**src/rtl/threshold_pkg.sv**
```systemverilog
// Shared definitions for the adaptive-thresholding datapath: controller state
// encoding and the supported upper bound on memory read latency.
package threshold_pkg;

    typedef enum logic [1:0] {
        IDLE  = 2'd0,
        RUN   = 2'd1,
        DRAIN = 2'd2,
        DONE  = 2'd3
    } state_e;

    localparam int READ_LATENCY_MAX = 4;

endpackage

```
**src/rtl/threshold_raster_counter.sv**
```systemverilog
// Raster-order column/row address counter (column fastest) with clear, enable
// and a last-pixel flag; the count holds once the last pixel is reached.
module threshold_raster_counter #(
    parameter int COL_BITS = 8,
    parameter int ROW_BITS = 8
) (
    input  logic                clk,
    input  logic                rst_n,
    input  logic                clear,
    input  logic                enable,
    output logic [COL_BITS-1:0] col,
    output logic [ROW_BITS-1:0] row,
    output logic                last
);

    localparam logic [COL_BITS-1:0] COL_ONE = COL_BITS'(1);
    localparam logic [ROW_BITS-1:0] ROW_ONE = ROW_BITS'(1);

    logic [COL_BITS-1:0] col_q, col_d;
    logic [ROW_BITS-1:0] row_q, row_d;
    logic                last_s;

    assign last_s = (&col_q) & (&row_q);

    // Next-address selection: clear wins, otherwise step in raster order.
    always_comb begin
        col_d = col_q;
        row_d = row_q;
        if (clear) begin
            col_d = '0;
            row_d = '0;
        end else if (enable && !last_s) begin
            if (&col_q) begin
                col_d = '0;
                row_d = row_q + ROW_ONE;
            end else begin
                col_d = col_q + COL_ONE;
            end
        end else begin
            col_d = col_q;
            row_d = row_q;
        end
    end

    // Address registers.
    always_ff @(posedge clk or negedge rst_n) begin
        if (!rst_n) begin
            col_q <= '0;
            row_q <= '0;
        end else begin
            col_q <= col_d;
            row_q <= row_d;
        end
    end

    assign col  = col_q;
    assign row  = row_q;
    assign last = last_s;

endmodule

```
**src/rtl/threshold_adaptive.sv**
```systemverilog
// Streaming pixel-vs-threshold comparator writing one result bit per pixel.
// Optional signed threshold offset enabled by defining THRESHOLD_OFFSET_EN.
module threshold_adaptive
    import threshold_pkg::*;
#(
    parameter int WIDTH_BITS   = 8,
    parameter int HEIGHT_BITS  = 8,
    parameter int PIXEL_BITS   = 8,
    parameter int READ_LATENCY = 1,
    parameter int INVERT       = 0
) (
    input  logic                   clock,
    input  logic                   not_reset,
    input  logic                   iStart,
    output logic                   oBusy,
    output logic                   finished,
    output logic [WIDTH_BITS-1:0]  oImageCol,
    output logic [HEIGHT_BITS-1:0] oImageRow,
    input  logic [PIXEL_BITS-1:0]  iImageData,
    output logic [WIDTH_BITS-1:0]  oThresholdCol,
    output logic [HEIGHT_BITS-1:0] oThresholdRow,
    input  logic [PIXEL_BITS-1:0]  iThresholdData,
`ifdef THRESHOLD_OFFSET_EN
    input  logic [PIXEL_BITS:0]    iOffset,
`endif
    output logic [WIDTH_BITS-1:0]  oResultCol,
    output logic [HEIGHT_BITS-1:0] oResultRow,
    output logic                   oResultData,
    output logic                   oResultWren
);

    localparam int LAT = (READ_LATENCY < 1) ? 1 :
                         ((READ_LATENCY > READ_LATENCY_MAX) ? READ_LATENCY_MAX : READ_LATENCY);
    localparam logic INVERT_BIT = (INVERT != 0) ? 1'b1 : 1'b0;

    state_e state_q, state_d;
    logic   busy_q, busy_d;
    logic   fin_q, fin_d;
    logic   cnt_clear_s, cnt_enable_s, cnt_last_s;
    logic [WIDTH_BITS-1:0]  cnt_col_s;
    logic [HEIGHT_BITS-1:0] cnt_row_s;

    // Stage i holds the pixel whose address was presented i+1 cycles ago.
    logic [LAT-1:0]         vld_q, vld_d;
    logic [WIDTH_BITS-1:0]  col_pipe_q [LAT];
    logic [WIDTH_BITS-1:0]  col_pipe_d [LAT];
    logic [HEIGHT_BITS-1:0] row_pipe_q [LAT];
    logic [HEIGHT_BITS-1:0] row_pipe_d [LAT];

    logic                   hit_s;
    logic                   res_wren_q, res_wren_d;
    logic                   res_data_q, res_data_d;
    logic [WIDTH_BITS-1:0]  res_col_q, res_col_d;
    logic [HEIGHT_BITS-1:0] res_row_q, res_row_d;

    threshold_raster_counter #(
        .COL_BITS (WIDTH_BITS),
        .ROW_BITS (HEIGHT_BITS)
    ) u_counter (
        .clk    (clock),
        .rst_n  (not_reset),
        .clear  (cnt_clear_s),
        .enable (cnt_enable_s),
        .col    (cnt_col_s),
        .row    (cnt_row_s),
        .last   (cnt_last_s)
    );

    // Controller next state; DRAIN ends once the last pixel has left the read pipe.
    always_comb begin
        state_d      = state_q;
        cnt_clear_s  = 1'b0;
        cnt_enable_s = 1'b0;
        case (state_q)
            IDLE, DONE: begin
                if (iStart) begin
                    cnt_clear_s = 1'b1;
                    state_d     = RUN;
                end else begin
                    state_d = state_q;
                end
            end
            RUN: begin
                cnt_enable_s = 1'b1;
                if (cnt_last_s) begin
                    state_d = DRAIN;
                end else begin
                    state_d = RUN;
                end
            end
            DRAIN: begin
                if (vld_q == '0) begin
                    state_d = DONE;
                end else begin
                    state_d = DRAIN;
                end
            end
            default: state_d = IDLE;
        endcase
        busy_d = (state_d == RUN) || (state_d == DRAIN);
        fin_d  = (state_d == DONE);
    end

    // Controller state and status flags.
    always_ff @(posedge clock or negedge not_reset) begin
        if (!not_reset) begin
            state_q <= IDLE;
            busy_q  <= 1'b0;
            fin_q   <= 1'b0;
        end else begin
            state_q <= state_d;
            busy_q  <= busy_d;
            fin_q   <= fin_d;
        end
    end

    // Valid/address shift register matching the memory read latency.
    always_comb begin
        vld_d         = '0;
        col_pipe_d    = col_pipe_q;
        row_pipe_d    = row_pipe_q;
        vld_d[0]      = (state_q == RUN);
        col_pipe_d[0] = cnt_col_s;
        row_pipe_d[0] = cnt_row_s;
        for (int i = 1; i < LAT; i++) begin
            vld_d[i]      = vld_q[i-1];
            col_pipe_d[i] = col_pipe_q[i-1];
            row_pipe_d[i] = row_pipe_q[i-1];
        end
    end

    // Read-pipe registers; a reset discards any in-flight pixels.
    always_ff @(posedge clock or negedge not_reset) begin
        if (!not_reset) begin
            vld_q <= '0;
            for (int i = 0; i < LAT; i++) begin
                col_pipe_q[i] <= '0;
                row_pipe_q[i] <= '0;
            end
        end else begin
            vld_q      <= vld_d;
            col_pipe_q <= col_pipe_d;
            row_pipe_q <= row_pipe_d;
        end
    end

`ifdef THRESHOLD_OFFSET_EN
    logic signed [PIXEL_BITS+1:0] img_ext_s;
    logic signed [PIXEL_BITS+1:0] limit_s;

    // Signed compare against threshold minus offset; the extra bits keep the
    // full range exact with no saturation or wrap.
    always_comb begin
        img_ext_s = $signed({2'b00, iImageData});
        limit_s   = $signed({2'b00, iThresholdData}) - $signed({iOffset[PIXEL_BITS], iOffset});
        hit_s     = (img_ext_s > limit_s);
    end
`else
    // Plain unsigned compare at pixel width.
    always_comb begin
        hit_s = (iImageData > iThresholdData);
    end
`endif

    // Result write port; data and address only move for valid pixels.
    always_comb begin
        res_wren_d = vld_q[LAT-1];
        if (vld_q[LAT-1]) begin
            res_data_d = hit_s ^ INVERT_BIT;
            res_col_d  = col_pipe_q[LAT-1];
            res_row_d  = row_pipe_q[LAT-1];
        end else begin
            res_data_d = res_data_q;
            res_col_d  = res_col_q;
            res_row_d  = res_row_q;
        end
    end

    // Registered result outputs.
    always_ff @(posedge clock or negedge not_reset) begin
        if (!not_reset) begin
            res_wren_q <= 1'b0;
            res_data_q <= 1'b0;
            res_col_q  <= '0;
            res_row_q  <= '0;
        end else begin
            res_wren_q <= res_wren_d;
            res_data_q <= res_data_d;
            res_col_q  <= res_col_d;
            res_row_q  <= res_row_d;
        end
    end

    assign oBusy         = busy_q;
    assign finished      = fin_q;
    assign oImageCol     = cnt_col_s;
    assign oImageRow     = cnt_row_s;
    assign oThresholdCol = cnt_col_s;
    assign oThresholdRow = cnt_row_s;
    assign oResultCol    = res_col_q;
    assign oResultRow    = res_row_q;
    assign oResultData   = res_data_q;
    assign oResultWren   = res_wren_q;

endmodule

```
**config.mk**
```make
export PLATFORM = sky130hd
export DESIGN_NAME = threshold_adaptive
export DESIGN_NICKNAME = d
export VERILOG_FILES = /design/src/rtl/threshold_pkg.sv /design/src/rtl/threshold_raster_counter.sv /design/src/rtl/threshold_adaptive.sv
export SDC_FILE = /design/constraint.sdc
export NUM_CORES = 1
export LEC_CHECK = 0
export CAP_MARGIN = 25
export CORE_AREA = 4 4 79 81
export DETAILED_ROUTE_END_ITERATION = 8
export DIE_AREA = 0 0 83 85
export HOLD_SLACK_MARGIN = 0.1
export PLACE_DENSITY = 0.83
export RECOVER_POWER = 50
export SYNTH_ARGS = -nofsm -noshare
export SYNTH_HDL_FRONTEND = slang
export SYNTH_HIERARCHICAL = 1
export SYNTH_SLANG_ARGS = --single-unit
```
**constraint.sdc**
```tcl
create_clock -name clock -period 2.7 [get_ports clock]
set_input_delay 0.54 -clock clock [delete_from_list [all_inputs] [get_ports clock]]
set_output_delay 0.54 -clock clock [all_outputs]
set_load 0.005 [all_outputs]
```
Word level (Yosys, flattened, before mapping)
Cells that the tools add are included.
{"block": "word_totals", "input_bits": 19, "ramBits": 0, "ff_bits": 55, "word_cells": 45, "out_inout_bits": 52, "latch_bits": 0, "n_memories": 0, "romBits": 0}
{"block": "op_classes", "magnitude_cmp": 1, "bitwise": 1, "n_div": 0, "n_eq_ne": 6, "n_reduce_logical": 10, "muxes": 13, "n_mul": 0, "n_shift": 0, "n_addsub": 2}
{"op": "two-way mux 8 bit", "n": 6}
{"op": "adder 8 x 1 -> 8 bit (second input constant)", "n": 2}
{"op": "AND reduction 8 bit", "n": 2}
{"op": "equality test 2 bit (second input constant)", "n": 4}
{"op": "> comparator 8 bit", "n": 1}
{"op": "case mux 2 bit (3 select lines)", "n": 1}
{"op": "equality test 2 x 1 -> 1 bit (second input constant)", "n": 2}
{"op": "two-way mux 1 bit", "n": 4}
{"op": "two-way mux 2 bit", "n": 2}
{"op": "nonzero test 2 bit", "n": 2}
{"op": "logical NOT 2 bit", "n": 1}
{"op": "AND reduction 2 bit", "n": 1}
{"op": "OR reduction 2 bit", "n": 1}
{"op": "AND 1 bit", "n": 1}
{"op": "logical AND 1 bit", "n": 1}
{"op": "logical NOT 1 bit", "n": 1}
{"op": "logical OR 1 bit", "n": 1}

Depth between registers and ports, before layout
{"block": "depth", "word_depth": 6, "depth_mapped": 9, "depth_no_buf": 9}

Cells and area by module
The synthesis kept the hierarchy.
{"mod": "threshold_adaptive", "n_inst": 1, "cells_each": 115, "area_each_um2": 1594.0, "seq_area_each_um2": 975.9}
{"mod": "threshold_raster_counter", "n_inst": 1, "cells_each": 100, "area_each_um2": 919.6, "seq_area_each_um2": 400.4}

Worst setup path after synthesis
No wires, ideal clock.
{"block": "synth_path", "kind": "register to register", "start": "register u_counter.row_q[0] (netlist: u_counter/row[0])", "end": "register busy_q (netlist: oBusy)", "t_arrival_ps": 2174, "period_less_slack_ps": 2300, "slack_ps": 400, "stages_incl_launch_ff": 10, "required_time_ps": 2574, "path_buffers": 0, "setup_time_ps": 126, "cell_sequence": "dfrtp_1 > ha_1 > nand3_1 > or2_4 > or3_4 > inv_2 > inv_1 > a221oi_1 > a21oi_1 > ha_1"}
{"block": "synth_via", "elab_chain_len": 6, "elab_cells_between_ends": 7, "classes_between": "eq/ne (2); mux (2); bitwise (1); reduce/logical (2)"}
{"item": "start, declared", "line_no": "threshold_raster_counter.sv:20", "source": "logic [ROW_BITS-1:0] row_q, row_d;"}
{"item": "start signal, assigned", "line_no": "threshold_raster_counter.sv:52", "source": "row_q <= row_d;"}
{"item": "AND reduction 8 bit *", "line_no": "threshold_raster_counter.sv:23", "source": "assign last_s = (&col_q) & (&row_q);"}
{"item": "AND 1 bit *", "line_no": "threshold_raster_counter.sv:23"}
{"item": "via cnt_last_s", "line_no": "threshold_adaptive.sv:39", "source": "logic cnt_clear_s, cnt_enable_s, cnt_last_s;"}
{"item": "two-way mux 2 bit *", "line_no": "threshold_adaptive.sv:85", "source": "if (cnt_last_s) begin"}
{"item": "case mux 2 bit (3 select lines) *", "line_no": "threshold_adaptive.sv:74", "source": "case (state_q)"}
{"item": "via state_d[0]", "line_no": "threshold_adaptive.sv:36", "source": "state_e state_q, state_d;"}
{"item": "equality test 2 x 1 -> 1 bit / equality test 2 bit (equally long branches)", "line_no": "threshold_adaptive.sv:100", "source": "busy_d = (state_d == RUN) || (state_d == DRAIN);"}
{"item": "logical OR 1 bit *", "line_no": "threshold_adaptive.sv:100"}
{"item": "via busy_d", "line_no": "threshold_adaptive.sv:37", "source": "logic busy_q, busy_d;"}
{"item": "end signal, assigned", "line_no": "threshold_adaptive.sv:112", "source": "busy_q <= busy_d;"}
{"item": "end, declared", "line_no": "threshold_adaptive.sv:37"}
Mark *: on every way through the listed nets, which the timed path passes. The rest lies on a longest branch.
A chain may end at the register's enable or synchronous reset.

Worst setup path after layout
Ends and elaborated chain as after synthesis.

==> impl_metrics.ini <==
[power_and_ir_drop]
p_leak_nw = 1.46
total_power_mw = 3.03
power-per-cell-area_nw_per_um2 = 916
irDropWorstVdd_mv = 0.529

[placement]
dp_slack_ns = 0.323
gp_congestion = 0.818
port_buffers = 70
dpl_cell_area_sq_um = 3190
dp.final_hpwl_mm = 3.78

[finish]
num_antenna_cells = 0
nNetsFinal = 308
drive_above_1_share_pct = 13.0
syn_to_final_growth_pct = 31.7
fillers = 429
register_area_sq_um = 1380
finalInstanceArea_sq_um = 3310
final_util_pct = 60.5
multi_input_area_sq_um = 926

[global_route]
grt_pass1_vias = 1691
grt_pass1_wl_mm = 8.27
grt_max_degree = 35
antenna_found_initial = 0
grt-ovfl-total = 0
grt_util_all_layers_pct = 14.4

[routing]
drt-pass1-iter-count = 4
routedWlPerCell_um = 14.4
dr.first_iter.drc_count = 97
detail-route-antenna-nets = 0
vias = 1803
wirelength_mm = 5.01
via_per_inst = 5.17
post-route-drc-count = 0

[logic_synthesis]
synthFlopType = dfrtp_1
synth_seq_cells = 55
yosysWarnings = 6
ys_types = 44
ys_seq_area_share_pct = 54.8
synth_area_per_cell_sq_um = 11.7
synth_edf_count = 0
syn_nets = 247
syn_inst = 215
synth-async-reset-ratio_pct = 100
syn-cell-area_sq_um = 2510

[clocking]
postCtsSetupBuffers = 0
cts_tree = built
cts_resized = 0
root_buffer = clkbuf_8
hold_buffers = 0
clk_pin_slew_worst_paths_ns = 0.09
clock_sinks = 55
cts_max_level = 2
cts_made_buffers = 5
insertion_delay_ns = 0.30
clk_path_buf_depth = 2

[timing]
maxSlewViolCount = 0
rsz0062_at_grt = no
fin_crit_ns = 2.41
timing.slew.headroom_pct = 22.8
skew_ns = 0.00417
hold_violations = 0
setup_tns_ns = 0
fmax_mhz = 415
worst_slack_ns = 0.289
setup_viol = 0
period_share_pct = 89.3
tightest_slew_ns = 1.16

[critical_path]
crit_buf_inv = 2
end_kind = flip-flop
max_stage_delay_ns = 0.42
path_class = reg2reg
crit_path_cell_trace = ha_1 -> nand3_1 -> or2_4 -> or3_4 -> inv_2 -> inv_1 -> a221oi_1 -> a21oi_1 -> ha_1
cpMaxStageDelayCell = or3_4
rrSetupSlack_ns = 0.29
critPathMaxFanout = 7
crit_top_cell = ha_1
critPathRequiredTime_ns = 2.89
cp.arrival_ns = 2.60
worstSetupStartpointType = flip-flop
crit_family = simple AND/OR/NAND/NOR gates

[die]
chipWidth_um = 83
num_io_pins = 71
die_area_sq_um = 7060
initial_core_util_pct = 45.9
rows = 27
core_sq_um = 5470
die_height_um = 85

[hold_path]
hp-class = in2async

[job]
maxCapViolCount = 0

[status]
status = finished clean
area by class of cell:
type | count | area share, %
tap | 72 | 2.72
clock inverter | 3 | 2.04
inverter | 15 | 1.70
timing repair buffer | 76 | 21.9
multi-input combinational | 123 | 28.0
sequential | 55 | 41.6
clock buffer | 5 | 2.08
metal layers:
| metal | GRT usage, % | part of all wire, % |
|---|---|---|
| met1 | 18.5 | 45 |
| met2 | 23.3 | 48 |
| met3 | 3.88 | 5.4 |
| met4 | 5.35 | 1.3 |
| met5 | 0 | 0 |
cells by family after synthesis:
family                   count (synthesis)  synth area share, %
XOR/XNOR                                 1                0.348
AND/OR/NAND/NOR                         52                 11.9
flip-flops                              55                 54.8
adder cells (fa/ha/maj)                 13                 6.47
buffers and inverters                   37                 8.41
AO/OA/AOI/OAI                           39                 10.1
multiplexers                            18                 8.01
report_power, final:
part / switching, mW / internal (mW) / leakage (nW) / total (mW)
clock network: 0.252 / 0.369 / 0.0644 / 0.621
logic: 0.402 / 0.684 / 0.705 / 1.09
registers: 0.232 / 1.09 / 0.691 / 1.33
total: 0.887 / 2.15 / 1.46 / 3.03
through the flow:
step	std cells	hold slack [ns]
floorplan	215	0.244
global placement	341	0.455
detailed placement	341	0.460
CTS	349	0.192
global route	349	0.502
finish	349	0.444
worst paths after layout:
kind                                  start                to  cells past startpoint
setup / recovery           u_counter/row[0]             oBusy                      9
hold / removal                    not_reset  u_counter/row[3]                      1
setup reg to reg           u_counter/row[0]             oBusy                      9
hold reg to reg               row_pipe_q[0]     oResultRow[0]                      1
max in group asynchronous         not_reset     col_pipe_q[3]                      2
min in group clock            row_pipe_q[0]     oResultRow[0]                      1
synthesized netlist by cell type (3+ instances only):
cell type | count | area, sq um
nand4_1 | 5 | 31.3
a311oi_1 | 4 | 35.0
nor2b_1 | 4 | 25.0
o21ai_0 | 4 | 20.0
buf_4 | 17 | 128
nand3_1 | 7 | 35.0
ha_1 | 13 | 163
dfrtp_1 | 55 | 1380
clkbuf_1 | 3 | 11.3
a21oi_1 | 16 | 80.1
nor3_1 | 3 | 15.0
nand2_1 | 8 | 30.0
inv_1 | 13 | 48.8
mux2_2 | 17 | 191
or3_1 | 3 | 18.8
nor2_1 | 8 | 30.0
sequential cells by signal (all words and copies together), names as in the netlist:
| register | count |
|---|---|
| res_wren_d | 1 |
| finished | 1 |
| col_pipe_q | 8 |
| oResultWren | 1 |
| oResultData | 1 |
| u_counter/col | 8 |
| oBusy | 1 |
| row_pipe_q | 8 |
| u_counter/row | 8 |
| oResultRow | 8 |
| oResultCol | 8 |
| state_q | 2 |
worst reg2reg max path, cell delays in order (launching register included):
cell and delay [ns]:
dfrtp_1 0.36, ha_1 0.29, nand3_1 0.16, or2_4 0.28, or3_4 0.42, inv_2 0.08
inv_1 0.04, a221oi_1 0.28, a21oi_1 0.11, ha_1 0.28
layout by cell type, fill, tap and decap left out, types with 5 or more instances in the layout:
| cell | Yosys | layout |
|---|---|---|
| nand4_1 | 5 | 5 |
| clkbuf_8 | 0 | 5 |
| a21oi_1 | 16 | 16 |
| nor2_1 | 8 | 8 |
| mux2_2 | 17 | 17 |
| inv_1 | 13 | 13 |
| nand3_1 | 7 | 7 |
| dfrtp_1 | 55 | 55 |
| nand2_1 | 8 | 8 |
| ha_1 | 13 | 13 |
| clkdlybuf4s50_1 | 0 | 69 |
(Power assumes the default switching activity.)
